<file path="config.mk">
export PLATFORM = sky130hd
export DESIGN_NAME = popcount_sequencer
export DESIGN_NICKNAME = d
export VERILOG_FILES = /design/src/rtl/popcount_sequencer.sv
export SDC_FILE = /design/constraint.sdc
export NUM_CORES = 1
export LEC_CHECK = 0
export CELL_PAD_IN_SITES_DETAIL_PLACEMENT = 1
export CELL_PAD_IN_SITES_GLOBAL_PLACEMENT = 2
export CORE_AREA = 2 2 75 112
export DETAILED_ROUTE_END_ITERATION = 8
export DIE_AREA = 0 0 77 114
export PLACE_DENSITY_LB_ADDON = 0.15
export SYNTH_ARGS = -nofsm -noshare
export SYNTH_HDL_FRONTEND = slang
export SYNTH_SLANG_ARGS = --single-unit
</file>
<file path="constraint.sdc">
create_clock -name clk -period 5.5 [get_ports clk]
set_input_delay 1.1 -clock clk [delete_from_list [all_inputs] [get_ports clk]]
set_output_delay 1.1 -clock clk [all_outputs]
set_load 0.005 [all_outputs]
</file>
<file path="src/rtl/popcount_sequencer.sv">
`default_nettype none
// ============================================================================
// Module   : popcount_sequencer
// Purpose  : Multi-cycle population counter. Accepts a 4*NIBBLES-bit word
//            over a valid/ready handshake, walks it LSB-first one nibble per
//            clock through a single shared 4-bit ones-count stage, and
//            presents the accumulated total over a second valid/ready
//            handshake.
// Ports    : clk        - clock, all state updates on the rising edge
//            rst_n      - asynchronous, active-low reset
//            in_valid   - in_data holds a word to count
//            in_ready   - block can accept a word (IDLE only)
//            in_data    - word to count, sampled on accept
//            out_valid  - out_count holds a finished result (DONE only)
//            out_ready  - consumer takes the result
//            out_count  - number of 1 bits in the accepted word
//            out_zero   - out_count == 0
//            busy       - a word is being counted or waiting to be taken
// Revision : 1.0 - initial release
// ============================================================================
module popcount_sequencer #(
   parameter  int NIBBLES = 8,
   localparam int DATA_W  = 4 * NIBBLES,
   localparam int CNT_W   = $clog2(4 * NIBBLES + 1)
) (
   input  logic              clk,
   input  logic              rst_n,
   input  logic              in_valid,
   output logic              in_ready,
   input  logic [DATA_W-1:0] in_data,
   output logic              out_valid,
   input  logic              out_ready,
   output logic [CNT_W-1:0]  out_count,
   output logic              out_zero,
   output logic              busy
);

   // Nibble index needs at least one bit even when there is a single nibble.
   localparam int IDX_W = (NIBBLES > 1) ? $clog2(NIBBLES) : 1;

   localparam logic [IDX_W-1:0] c_last_idx = IDX_W'(NIBBLES - 1);

   typedef enum logic [1:0] {
      ST_IDLE = 2'd0,
      ST_RUN  = 2'd1,
      ST_DONE = 2'd2
   } state_t;

   state_t             r_state;
   logic [DATA_W-1:0]  r_sh;
   logic [CNT_W-1:0]   r_acc;
   logic [IDX_W-1:0]   r_idx;
   logic               r_in_ready;
   logic               r_out_valid;
   logic               r_busy;
   logic [CNT_W-1:0]   r_out_count;
   logic               r_out_zero;

   logic [2:0]         w_pc;
   logic [CNT_W-1:0]   w_sum;
   logic               w_last;

   // Ones count of a single nibble, 0..4.
   function automatic logic [2:0] pc4(input logic [3:0] nib);
      return 3'(nib[0]) + 3'(nib[1]) + 3'(nib[2]) + 3'(nib[3]);
   endfunction

   // Shared counting stage: always looks at the lowest nibble of the
   // shift register; the register moves the next nibble down each cycle.
   assign w_pc   = pc4(r_sh[3:0]);
   assign w_sum  = r_acc + CNT_W'(w_pc);
   assign w_last = (r_idx == c_last_idx);

   always_ff @(posedge clk or negedge rst_n) begin
      if (!rst_n) begin
         r_state     <= ST_IDLE;
         r_sh        <= '0;
         r_acc       <= '0;
         r_idx       <= '0;
         r_in_ready  <= 1'b1;
         r_out_valid <= 1'b0;
         r_busy      <= 1'b0;
         r_out_count <= '0;
         r_out_zero  <= 1'b1;
      end else begin
         case (r_state)
            ST_IDLE: begin
               if (in_valid) begin
                  r_sh       <= in_data;
                  r_acc      <= '0;
                  r_idx      <= '0;
                  r_in_ready <= 1'b0;
                  r_busy     <= 1'b1;
                  r_state    <= ST_RUN;
               end
            end

            ST_RUN: begin
               r_acc <= w_sum;
               r_sh  <= r_sh >> 4;
               r_idx <= r_idx + IDX_W'(1);
               if (w_last) begin
                  // The result is captured separately from the accumulator
                  // so it survives the next accept (which clears r_acc).
                  r_out_count <= w_sum;
                  r_out_zero  <= (w_sum == '0);
                  r_out_valid <= 1'b1;
                  r_state     <= ST_DONE;
               end
            end

            ST_DONE: begin
               if (out_ready) begin
                  r_out_valid <= 1'b0;
                  r_busy      <= 1'b0;
                  r_in_ready  <= 1'b1;
                  r_state     <= ST_IDLE;
               end
            end

            default: begin
               r_out_valid <= 1'b0;
               r_busy      <= 1'b0;
               r_in_ready  <= 1'b1;
               r_state     <= ST_IDLE;
            end
         endcase
      end
   end

   // Handshake and status outputs come straight from registers, so neither
   // in_valid nor out_ready has a combinational path to any output.
   assign in_ready  = r_in_ready;
   assign out_valid = r_out_valid;
   assign busy      = r_busy;
   assign out_count = r_out_count;
   assign out_zero  = r_out_zero;

endmodule
`default_nettype wire
</file>
Word level (Yosys, flattened, before mapping). Index checks and enable logic that the tools add are counted.

Bits in registers: 53. Word-level logic and storage cells: 48.

Reduce and logical (&&, ||, !) cells: 8. $add $sub $neg: 5. Mux-type cells: 18. Bitwise operators: 2. Equality and inequality tests: 6.

Operators by type and width (count): $pmux 32 s2 (1); $mux 32 (1); $pmux 6 s2 (1); $pmux 1 s3 (3); $reduce_and 3->1 (3); $add 6x3->6 (1); $logic_not 6->1 (1); $mux 2 (3); $mux 6 (1); $ne 2x2->1 const B (3); $pmux 2 s3 (1); $pmux 3 s2 (1); $mux 1 (5); $reduce_and 2->1 (2); $add 2x1->3 (1); $add 3x1->3 (1); $add 3x1->3 const B (1); $eq 3x3->1 const B (1); $mux 3 (1); $add 1x1->2 (1); $eq 2x1->1 const B (1); $eq 2x2->1 const B (1); $logic_not 2->1 (1); $not 1->1 (2); $reduce_bool 2->1 (1).

Depth between registers and ports, before layout. Gate-level depths: netlist (run 1).

Word-level depth: 5. Depth in mapped cells: 8.

Least setup slack after synthesis (run 1). OpenSTA, ideal clock, no wires.

Path kind: reg2reg. Start: register r_sh[0]. End: register r_out_zero, in the netlist out_zero. Required time: 5421 ps. Arrival: 2132 ps. Clock period less this slack: 2211 ps. Library setup time: 79 ps. Slack: 3289 ps. Path buffers: 0. Cell stages (with the launch flop): 9. Cell sequence: dfrtp_1 fa_1 fa_1 inv_1 fa_1 nor3b_1 a31oi_1 nor3b_1 a41o_1.

Word-level cells in the longest chain between the ends: 5.

RTL lines: start, declared (line 50) `logic [DATA_W-1:0] r_sh;`; start signal, assigned (line 89) `r_sh <= in_data;`; start signal, assigned (line 100) `r_sh <= r_sh >> 4;`; $add 1x1->2 (line 65) `return 3'(nib[0]) + 3'(nib[1]) + 3'(nib[2]) + 3'(nib[3]);`; $add 2x1->3 (line 65); $add 3x1->3 (line 65); $add 6x3->6 (line 71) `assign w_sum = r_acc + CNT_W'(w_pc);`; $logic_not 6->1 (line 106) `r_out_zero <= (w_sum == '0);`; end signal, assigned (line 106); end, declared (line 57) `logic r_out_zero;`.

No other way between the ends. A chain may end at the register's enable or synchronous reset.

Worst setup path after layout (run 1).
Start: input port in_valid. End: register r_sh[19].

Word-level cells in the longest chain between the ends: 2.

RTL lines: start, declared (line 28) `input logic in_valid,`; $ne 2x2->1 (no line); $reduce_and 2->1 (no line).

No other way between the ends.

==> results of run 1 <==
## layer usage
| layer | part of all wire | global-route usage | vias to the layer above |
|---|---|---|---|
| li1 | - | - | 1035 |
| met1 | 0.43 | 0.188 | 1014 |
| met2 | 0.52 | 0.289 | 31 |
| met3 | 0.030 | 0.0324 | 6 |
| met4 | 0.015 | 0.0536 | 0 |
| met5 | 0 | 0 | - |
## power by group through the flow
| stage | Combinational [mW] | Clock (mW) | Sequential (mW) |
|---|---|---|---|
| CTS | 0.708 | 0.324 | 0.646 |
| finish | 0.683 | 0.309 | 0.644 |
| detailed placement | 0.706 | 0 | 0.653 |
| global route | 0.793 | 0.337 | 0.669 |
| floorplan | 0.520 | 0 | 0.625 |
| global placement | 0.690 | 0 | 0.645 |
## state kept, by name, indices dropped and copies added, names as in the netlist
| name | flops |
|---|---|
| out_count | 6 |
| r_idx | 3 |
| r_sh | 32 |
| busy | 1 |
| in_ready | 1 |
| out_zero | 1 |
| r_state | 2 |
| r_acc | 6 |
| out_valid | 1 |
## cell usage after synthesis (2+ instances only)
master / instances / area, sq um
sky130_fd_sc_hd__nor2_1: 4 / 15.0
sky130_fd_sc_hd__nor3b_1: 2 / 15.0
sky130_fd_sc_hd__buf_2: 4 / 20.0
sky130_fd_sc_hd__nor2b_1: 6 / 37.5
sky130_fd_sc_hd__inv_1: 5 / 18.8
sky130_fd_sc_hd__ha_1: 3 / 37.5
sky130_fd_sc_hd__dfstp_2: 2 / 52.6
sky130_fd_sc_hd__a31oi_1: 29 / 181
sky130_fd_sc_hd__xnor2_1: 3 / 26.3
sky130_fd_sc_hd__buf_4: 6 / 45.0
sky130_fd_sc_hd__o21ai_1: 6 / 30.0
sky130_fd_sc_hd__o21ai_0: 39 / 195
sky130_fd_sc_hd__nand2_1: 49 / 184
sky130_fd_sc_hd__and2_1: 29 / 181
sky130_fd_sc_hd__a22o_1: 3 / 26.3
sky130_fd_sc_hd__dfrtp_1: 51 / 1280
sky130_fd_sc_hd__nand2b_1: 2 / 12.5
sky130_fd_sc_hd__nor3_1: 3 / 15.0
sky130_fd_sc_hd__buf_6: 5 / 56.3
sky130_fd_sc_hd__clkbuf_1: 6 / 22.5
sky130_fd_sc_hd__a21oi_1: 10 / 50.1
sky130_fd_sc_hd__fa_1: 3 / 60.1
## logic make-up (layout without fill, tap and decap cells)
| logic type | Yosys count | count (layout) | share of synthesized area |
|---|---|---|---|
| adders and majority gates | 6 | 6 | 0.0366 |
| DFF | 53 | 53 | 0.498 |
| muxes | 2 | 2 | 0.00797 |
| xor gates and xnor gates | 4 | 4 | 0.0131 |
| buffers and inverters | 26 | 62 | 0.0609 |
| and+or+nand+nor | 101 | 101 | 0.189 |
| AOI/OAI and AO/OA | 90 | 90 | 0.194 |
## per-stage QoR
| stage | utilization | cell area (sq um) | instances | hold WS, ns |
|---|---|---|---|---|
| detailed placement | 0.396 | 3130 | 415 | 0.463 |
| floorplan | - | 2670 | 282 | 0.442 |
| finish | 0.413 | 3270 | 423 | 0.471 |
| CTS | 0.413 | 3270 | 423 | 0.479 |
| global route | 0.413 | 3270 | 423 | 0.505 |
| global placement | 0.396 | 3130 | 415 | 0.454 |
## worst reg2reg max path, cell delays in order (launching register included)
cell and delay (ns):
sky130_fd_sc_hd__dfrtp_1 0.41, sky130_fd_sc_hd__fa_1 0.49, sky130_fd_sc_hd__fa_1 0.40, sky130_fd_sc_hd__inv_1 0.08, sky130_fd_sc_hd__fa_1 0.29, sky130_fd_sc_hd__nor3b_1 0.24
sky130_fd_sc_hd__a31oi_1 0.09, sky130_fd_sc_hd__nor3b_1 0.21, sky130_fd_sc_hd__a41o_1 0.19
## area by class of cell
| cell class | count | area, sq um |
|---|---|---|
| Fill cell | 928 | 4640 |
| Sequential cell | 53 | 1330 |
| Multi-Input combinational cell | 203 | 1180 |
| Timing Repair Buffer | 49 | 475 |
| Clock buffer | 8 | 136 |
| Tap cell | 105 | 131 |
| Inverter | 5 | 18.8 |
## final timing paths
| path | cells past startpoint | slack, ns | to |
|---|---|---|---|
| worst max-delay path | 5 | 2.96 | r_sh[19]$_DFFE_PN0P_ |
| worst min-delay path | 2 | 0.47 | r_sh[6]$_DFFE_PN0P_ |
| worst max register to register | 8 | 3.04 | out_zero$_DFFE_PN1P_ |
| worst min register to register | 2 | 0.47 | r_sh[6]$_DFFE_PN0P_ |
| max in group asynchronous | 2 | 4.11 | r_sh[15]$_DFFE_PN0P_ |
| min in group asynchronous | 2 | 0.94 | out_count[4]$_DFFE_PN0P_ |
==> results.yml, run 1 <==
min_path:
  hold_start: "r_sh[6]$_DFFE_PN0P_"
  hold_path.class: "reg2reg"
placed_design:
  place.port_buffers: 45
  detailedPlacementHpwl_microns: 4000
  globalplace.congestion: 0.744
  worst_setup_slack_post_dpl_ns: 2.63
setup_path:
  crit_path_start: "in_valid"
  cp_cell_sequence: "clkdlybuf4s50_1, buf_4, o21bai_4, nand2_1, o21ai_0"
  timing.critical_path.fanout_max: 37
  regToRegStartpoint: "r_sh[0]$_DFFE_PN0P_"
  cp_data_required_time_ns: 5.71
  critPathTopFamily: "compound AO/OA/AOI/OAI gates"
  worstPathBufferInverterCount: 2
  slowest_delay_ns: 0.74
  worst_ep_arrival_time_ns: 2.75
  worst-setup-path-type: "in2reg"
  startpoint_type: "primary input"
  cell_with_the_largest_stage_delay_on_the_worst_path: "sky130_fd_sc_hd__o21bai_4"
  critPathCaptureType: "flip-flop"
clock_tree:
  ctsHoldBuffers: 0
  cts-buffers-inserted: 5
  root_buffer: "sky130_fd_sc_hd__clkbuf_16"
  cts_buffer_depth: 2
  clk_pin_slew_worst_paths_ns: 0.07
  clock_insertion_delay_worst_skew_ns: 0.29
  post_cts_resized: 0
  cts.repair_timing.setup_buffer_count: 0
  tritoncts: "done"
  cts.htree.levels: 2
  tritoncts_num_sinks: 53
power:
  switching_share: 0.366
  clock_power_share: 0.189
  static-leakage-power_nw: 1.35
  max_vdd_drop_v: 0.000170
  sequentialPowerShare: 0.394
  internal-power_mw: 1.04
  power_frac_comb: 0.417
  total_power_mw: 1.64
  switching_power_uw: 598
  power.density_cell_area_nw_per_um2: 500
detailed_routing:
  detail_route.drc_violations: 0
  drt-total-wl_microns: 6340
  drt_iter0_drc: 77
  routed_via_density: 4.93
  via_count: 2086
  ant_nets: 0
  firstDrtPassIters: 4
  wl_per_cell_microns: 15.0
cells_and_area:
  final_net_count: 359
  final_common_cell: "sky130_fd_sc_hd__dfrtp_1"
  final_cell_mix: "sky130_fd_sc_hd__dfrtp_1 (51), sky130_fd_sc_hd__nand2_1 (49), sky130_fd_sc_hd__clkdlybuf4s50_1 (44), sky130_fd_sc_hd__o21ai_0 (39)"
  antenna_cells: 0
  final_layout_size_suffix_gt1_frac: 0.0535
  syn2layout_area_growth_pct: 22.4
synthesis:
  synth_edf_count: 0
  seq_area_frac_synth: 0.498
  synth_nets: 324
  netlist-cell-type-count: 34
  ys_ff_latch: 53
  synthCells: 282
  ys.warnings.count: 0
  dominantRegCellSynth: "sky130_fd_sc_hd__dfrtp_1"
  share_of_synthesized_flip_flops_with_an_asynchronous_set_or_reset: 1.00
  synthesis.area_per_instance_sq_um: 9.47
  mappedNetlistArea_sq_um: 2670
sta:
  period_needed_ns: 2.54
  fin_tns_setup_ns: 0
  final.setup_skew_ns: 0.00178
  final_critical_path_setup_slack_ns: 2.96
  hold_viol: 0
  post-route-period-util: 0.462
  clock.fmax_ghz: 0.393
  rsz_0062_raised_after_global_routing: "no"
  final-max-slew-violation-count: 0
  timing_worst_slew_pin_value_ns: 0.989
  slew-limit-headroom: 0.340
  timing.final.setup_violations: 0
grt:
  groute.usage.overall: 0.160
  grt_first_pass_wirelength_microns: 11100
  first_global_vias: 2252
  grt_start_max_net_pins: 54
  globalRouteOverflowTotal: 0
  number_of_antenna_violations_at_the_first_check_in_global_routing: 0
status:
  outcome: "finished, final reports clean"
floorplan:
  fp-row-count: 40
  fp.dieW_microns: 77
  core_area_sq_um: 7910
  ioPinCount: 46
  die_height_microns: 114
  floorplan.die_area_sq_um: 8780
  floorplan.initialDensity: 0.338
run:
  drv_cap: 0
Note: power is estimated with default switching activity, not from simulation.
==> run 2: changes to the inputs <==
--- a/config.mk
+++ b/config.mk
@@ -7,9 +7,9 @@
 export LEC_CHECK = 0
 export CELL_PAD_IN_SITES_DETAIL_PLACEMENT = 1
 export CELL_PAD_IN_SITES_GLOBAL_PLACEMENT = 2
-export CORE_AREA = 2 2 75 112
+export CORE_AREA = 2 2 78 117
 export DETAILED_ROUTE_END_ITERATION = 8
-export DIE_AREA = 0 0 77 114
+export DIE_AREA = 0 0 80 119
 export PLACE_DENSITY_LB_ADDON = 0.15
 export SYNTH_ARGS = -nofsm -noshare
 export SYNTH_HDL_FRONTEND = slang
==> constraint.sdc (replaced) <==
create_clock -name clk -period 2.6 [get_ports clk]
set_input_delay 0.52 -clock clk [delete_from_list [all_inputs] [get_ports clk]]
set_output_delay 0.52 -clock clk [all_outputs]
set_load 0.005 [all_outputs]
==> run 2 against run 1 <==
  * Critical path depth rose by 3
  * Worst hold slack got worse by 0.22 ns
  * Final cell count rose by 2.6%
  * Largest cell class unchanged
==> results.yml, run 2 (synthesis gave the netlist of run 1 again) <==
floorplan:
  floorplan.initialDensity: 0.310
  ioPinCount: 46
  fp-row-count: 42
  die_height_microns: 119
  fp.dieW_microns: 80
  floorplan.die_area_sq_um: 9520
  core_area_sq_um: 8620
placed_design:
  place.port_buffers: 45
  detailedPlacementHpwl_microns: 4620
  placement.cell_area_sq_um: 3200
  globalplace.congestion: 0.789
clock_tree:
  cts_buffer_depth: 2
  ctsHoldBuffers: 0
  tritoncts_num_sinks: 53
  cts-buffers-inserted: 5
  tritoncts: "done"
  clk_pin_slew_worst_paths_ns: 0.07
  post_cts_resized: 0
  root_buffer: "sky130_fd_sc_hd__clkbuf_16"
  clock_insertion_delay_worst_skew_ns: 0.29
  cts.repair_timing.setup_buffer_count: 0
  cts.htree.levels: 2
setup_path:
  cell_with_the_largest_stage_delay_on_the_worst_path: "sky130_fd_sc_hd__fa_1"
  timing.reg2reg.worst_path_depth: 8
  worstPathBufferInverterCount: 1
  timing.critical_path.fanout_max: 5
  cp_data_required_time_ns: 2.82
  regToRegStartpoint: "r_sh[0]$_DFFE_PN0P_"
  worst-r2r-setup-slack_ns: 0.18
  worst_ep_arrival_time_ns: 2.64
  critPathCaptureType: "flip-flop"
  startpoint_type: "flip-flop"
  cp_cell_sequence: "fa_1, fa_1, inv_1, fa_1, nor3b_1, a31oi_1, nor3b_1, a41o_1"
  critPathTopFamily: "adder cells"
  worst-setup-path-type: "reg2reg"
  r2r-end: "out_zero$_DFFE_PN1P_"
  cp_common_cell: "sky130_fd_sc_hd__fa_1"
  slowest_delay_ns: 0.56
sta:
  fin_tns_setup_ns: 0
  slew-limit-headroom: 0.575
  rsz_0062_raised_after_global_routing: "no"
  final.setup_skew_ns: 0.00878
  timing_worst_slew_pin_value_ns: 0.637
  clock.fmax_ghz: 0.414
  timing.final.setup_violations: 0
  period_needed_ns: 2.42
  final-max-slew-violation-count: 0
  post-route-period-util: 0.930
  hold_viol: 0
cells_and_area:
  max_flop_register: "r_sh"
  postLayoutCellArea_sq_um: 3370
  syn2layout_area_growth_pct: 26.1
  final_layout_size_suffix_gt1_frac: 0.0802
  final_cell_mix: "sky130_fd_sc_hd__dfrtp_1 (51), sky130_fd_sc_hd__nand2_1 (49), sky130_fd_sc_hd__clkdlybuf4s50_1 (44), sky130_fd_sc_hd__o21ai_0 (39)"
  final_common_cell: "sky130_fd_sc_hd__dfrtp_1"
  antenna_cells: 0
  largest_register_ff_count: 32
  final_net_count: 365
detailed_routing:
  drt_iter0_drc: 55
  firstDrtPassIters: 4
  detail_route.drc_violations: 0
  routed_via_density: 4.91
  wl_per_cell_microns: 15.5
  drt-total-wl_microns: 6740
  ant_nets: 0
  via_count: 2131
grt:
  globalRouteOverflowTotal: 0
  first_global_vias: 2322
  grt_util_met2: 0.274
  grt_first_pass_wirelength_microns: 11500
  number_of_antenna_violations_at_the_first_check_in_global_routing: 0
  gr-max-usage-layer: "met2"
  groute.usage.overall: 0.154
  globalRouteMet1Util: 0.184
  grt_start_max_net_pins: 41
  global_route.usage.met3: 0.0273
power:
  static-leakage-power_nw: 1.40
  power.density_cell_area_nw_per_um2: 1080
  max_vdd_drop_v: 0.000401
run:
  drv_cap: 0
min_path:
  hold_path.class: "in2async"
status:
  outcome: "finished, final reports clean"
-- run 2: per-layer routing --
layer | part of all wire | vias to the layer above | wire length (microns)
met5 | 0 | - | 0
met4 | 0.0096 | 0 | 65
met3 | 0.023 | 5 | 154
met2 | 0.54 | 31 | 3640
met1 | 0.43 | 1050 | 2880
li1 | - | 1045 | -
-- run 2: how the worst max path moves through the flow --
stage,startpoint,cells past startpoint,end,slack [ns]
after floorplan,r_sh[0]$_DFFE_PN0P_,8,out_zero$_DFFE_PN1P_,0.39
after global placement,r_sh[0]$_DFFE_PN0P_,8,out_zero$_DFFE_PN1P_,0.23
after detailed placement,r_sh[0]$_DFFE_PN0P_,8,out_zero$_DFFE_PN1P_,0.18
after CTS,r_sh[0]$_DFFE_PN0P_,8,out_zero$_DFFE_PN1P_,0.16
after global routing,r_sh[0]$_DFFE_PN0P_,8,out_zero$_DFFE_PN1P_,0.04
final,r_sh[0]$_DFFE_PN0P_,8,out_zero$_DFFE_PN1P_,0.18
-- run 2: final cells by class --
type                       instances  area, sq um
multi-input combinational        203         1180
clock buffer                       5          125
fill                            1005         5250
sequential                        53         1330
tap                              110          138
clock inverter                     3         46.3
timing repair buffer              55          533
inverter                           5         18.8
-- run 2: stage by stage --
stage | total power, mW | setup slack [ns] | utilization | hold WS, ns | std cells
3_5_place_dp | 2.93 | 0.177 | 0.371 | 0.464 | 426
2_1_floorplan | 2.42 | 0.389 | - | 0.224 | 282
4_1_cts | 3.72 | 0.162 | 0.391 | 0.268 | 434
6_report | 3.64 | 0.183 | 0.391 | 0.247 | 434
3_3_place_gp | 2.88 | 0.228 | 0.371 | 0.453 | 426
5_1_grt | 3.98 | 0.0419 | 0.391 | 0.288 | 434
-- run 2: report_power, final --
part           internal (mW)  leakage (nW)  switching, mW  total (mW)
clock                  0.456        0.0800          0.315       0.771
sequential              1.16         0.676          0.207        1.36
combinational          0.716         0.643          0.785        1.50
total                   2.33          1.40           1.31        3.64
==> run 3: changes to the inputs <==
==> constraint.sdc (replaced) <==
create_clock -name clk -period 2.5 [get_ports clk]
set_input_delay 0.5 -clock clk [delete_from_list [all_inputs] [get_ports clk]]
set_output_delay 0.5 -clock clk [all_outputs]
set_load 0.005 [all_outputs]
==> run 3 against run 2 <==
  * Clock skew down 0.0040 ns
  * Critical endpoint unchanged
  * Clock-buffer cell count up 2
  * Total power up 3.2%
  * Clock power down 3.8%
  * Fmax up 3.6%
  * Non-clock buffer count unchanged
==> results.yml, run 3 (synthesis gave the netlist of run 1 again) <==
cells_and_area:
  largest_register_ff_count: 32
  final_cell_mix: "sky130_fd_sc_hd__dfrtp_1 (51), sky130_fd_sc_hd__nand2_1 (49), sky130_fd_sc_hd__clkdlybuf4s50_1 (44), sky130_fd_sc_hd__o21ai_0 (39)"
  antenna_cells: 0
  syn2layout_area_growth_pct: 25.4
  final_layout_size_suffix_gt1_frac: 0.0864
  max_flop_register: "r_sh"
  final_common_cell: "sky130_fd_sc_hd__dfrtp_1"
  multiInputGateArea_sq_um: 1190
  final-instance-count-excl-fill: 434
  area.sequential_sq_um: 1330
  final_net_count: 365
  fillerInstances: 1018
sta:
  post-route-period-util: 0.933
  rsz_0062_raised_after_global_routing: "no"
  timing.final.setup_violations: 0
  clock.fmax_ghz: 0.429
  final_critical_path_setup_slack_ns: 0.168
  fin_tns_setup_ns: 0
  final_worst_hold_slack_ns: 0.339
  hold_viol: 0
  timing_worst_slew_pin_value_ns: 0.705
  final.setup_skew_ns: 0.00474
  period_needed_ns: 2.33
  final-max-slew-violation-count: 0
  slew-limit-headroom: 0.530
status:
  outcome: "finished, final reports clean"
grt:
  globalRouteOverflowTotal: 0
  first_global_vias: 2209
  grt_start_max_net_pins: 54
  grt_first_pass_wirelength_microns: 11200
  groute.usage.overall: 0.153
  number_of_antenna_violations_at_the_first_check_in_global_routing: 0
power:
  power.density_cell_area_nw_per_um2: 1120
  max_vdd_drop_v: 0.000390
  static-leakage-power_nw: 1.40
detailed_routing:
  drt-total-wl_microns: 6820
  drt_iter0_drc: 57
  routed_via_density: 4.88
  ant_nets: 0
  wl_per_cell_microns: 15.7
  via_count: 2117
  firstDrtPassIters: 3
  detail_route.drc_violations: 0
floorplan:
  floorplan.initialDensity: 0.310
  core_area_sq_um: 8620
  ioPinCount: 46
  fp-row-count: 42
  floorplan.die_area_sq_um: 9520
  fp.dieW_microns: 80
  die_height_microns: 119
clock_tree:
  tritoncts_num_sinks: 53
  cts.htree.levels: 2
  tritoncts: "done"
  clock_insertion_delay_worst_skew_ns: 0.29
  cts_buffer_depth: 2
  cts-buffers-inserted: 5
  ctsHoldBuffers: 0
  root_buffer: "sky130_fd_sc_hd__clkbuf_16"
  clk_pin_slew_worst_paths_ns: 0.07
setup_path:
  critPathCaptureType: "flip-flop"
  worst-r2r-setup-slack_ns: 0.17
  worst-setup-path-type: "reg2reg"
  cp_data_required_time_ns: 2.72
  startpoint_type: "flip-flop"
  timing.critical_path.fanout_max: 5
  worst_ep_arrival_time_ns: 2.56
placed_design:
  place_inst: 426
  worst_setup_slack_post_dpl_ns: 0.0767
  globalplace.congestion: 0.742
  place.port_buffers: 45
  detailedPlacementHpwl_microns: 4500
min_path:
  hold_path.class: "in2async"
run:
  drv_cap: 0
run 3: changes by cell type in the layout (fill, tap and decap cells not counted), sizes merged:
cell	delta
bufinv	-1
clkbuf	+2
clkinvlp	-1
run 3: layout make-up:
type                            count  area share
Timing Repair Buffer               55       0.155
Tap cell                          110      0.0411
Clock inverter                      1     0.00149
Clock buffer                        7      0.0456
Multi-Input combinational cell    203       0.354
Sequential cell                    53       0.397
Inverter                            5     0.00560
run 3: metal layers:
metal | up-vias | wire length (microns) | GRT usage | part of all wire
li1 | 1049 | - | - | -
met1 | 1034 | 3040 | 0.191 | 0.45
met2 | 28 | 3510 | 0.262 | 0.51
met3 | 6 | 188 | 0.0311 | 0.028
met4 | 0 | 88 | 0.0445 | 0.013
met5 | - | 0 | 0 | 0
run 3: worst paths after layout:
| check | startpoint | end | cells after the start |
|---|---|---|---|
| min in group clk | r_sh[10]$_DFFE_PN0P_ | r_sh[10]$_DFFE_PN0P_ | 2 |
| min reg2reg | r_sh[10]$_DFFE_PN0P_ | r_sh[10]$_DFFE_PN0P_ | 2 |
| max in group asynchronous | rst_n | r_idx[0]$_DFFE_PN0P_ | 2 |
| max reg2reg | r_sh[0]$_DFFE_PN0P_ | out_zero$_DFFE_PN1P_ | 8 |
| min | rst_n | r_sh[30]$_DFFE_PN0P_ | 2 |
| max | r_sh[0]$_DFFE_PN0P_ | out_zero$_DFFE_PN1P_ | 8 |
run 3: where the power goes:
group,switching [mW],total (mW),internal (mW)
logic,0.825,1.58,0.755
registers,0.226,1.43,1.20
clock network,0.317,0.742,0.425
run 3: worst max-delay path, cell delays in order (launching register included):
cell	delay, ns
sky130_fd_sc_hd__dfrtp_1	0.40
sky130_fd_sc_hd__fa_1	0.56
sky130_fd_sc_hd__fa_1	0.20
sky130_fd_sc_hd__inv_1	0.06
sky130_fd_sc_hd__fa_2	0.38
sky130_fd_sc_hd__nor3b_2	0.17
sky130_fd_sc_hd__a31oi_1	0.18
sky130_fd_sc_hd__nor3b_1	0.07
sky130_fd_sc_hd__a41o_1	0.24
run 3: repair_timing:
action,4_1_cts,5_1_grt
buffers inserted,0,0
endpoints found under the setup margin,0,2
resized for setup,0,2
run 3: per-stage QoR:
step                cell area, sq um   util  total power [mW]
CTS                             3340  0.388              3.82
global placement                3180  0.369              3.00
detailed placement              3180  0.369              3.05
global route                    3350  0.389              4.09
floorplan                       2670      -              2.52
finish                          3350  0.389              3.75
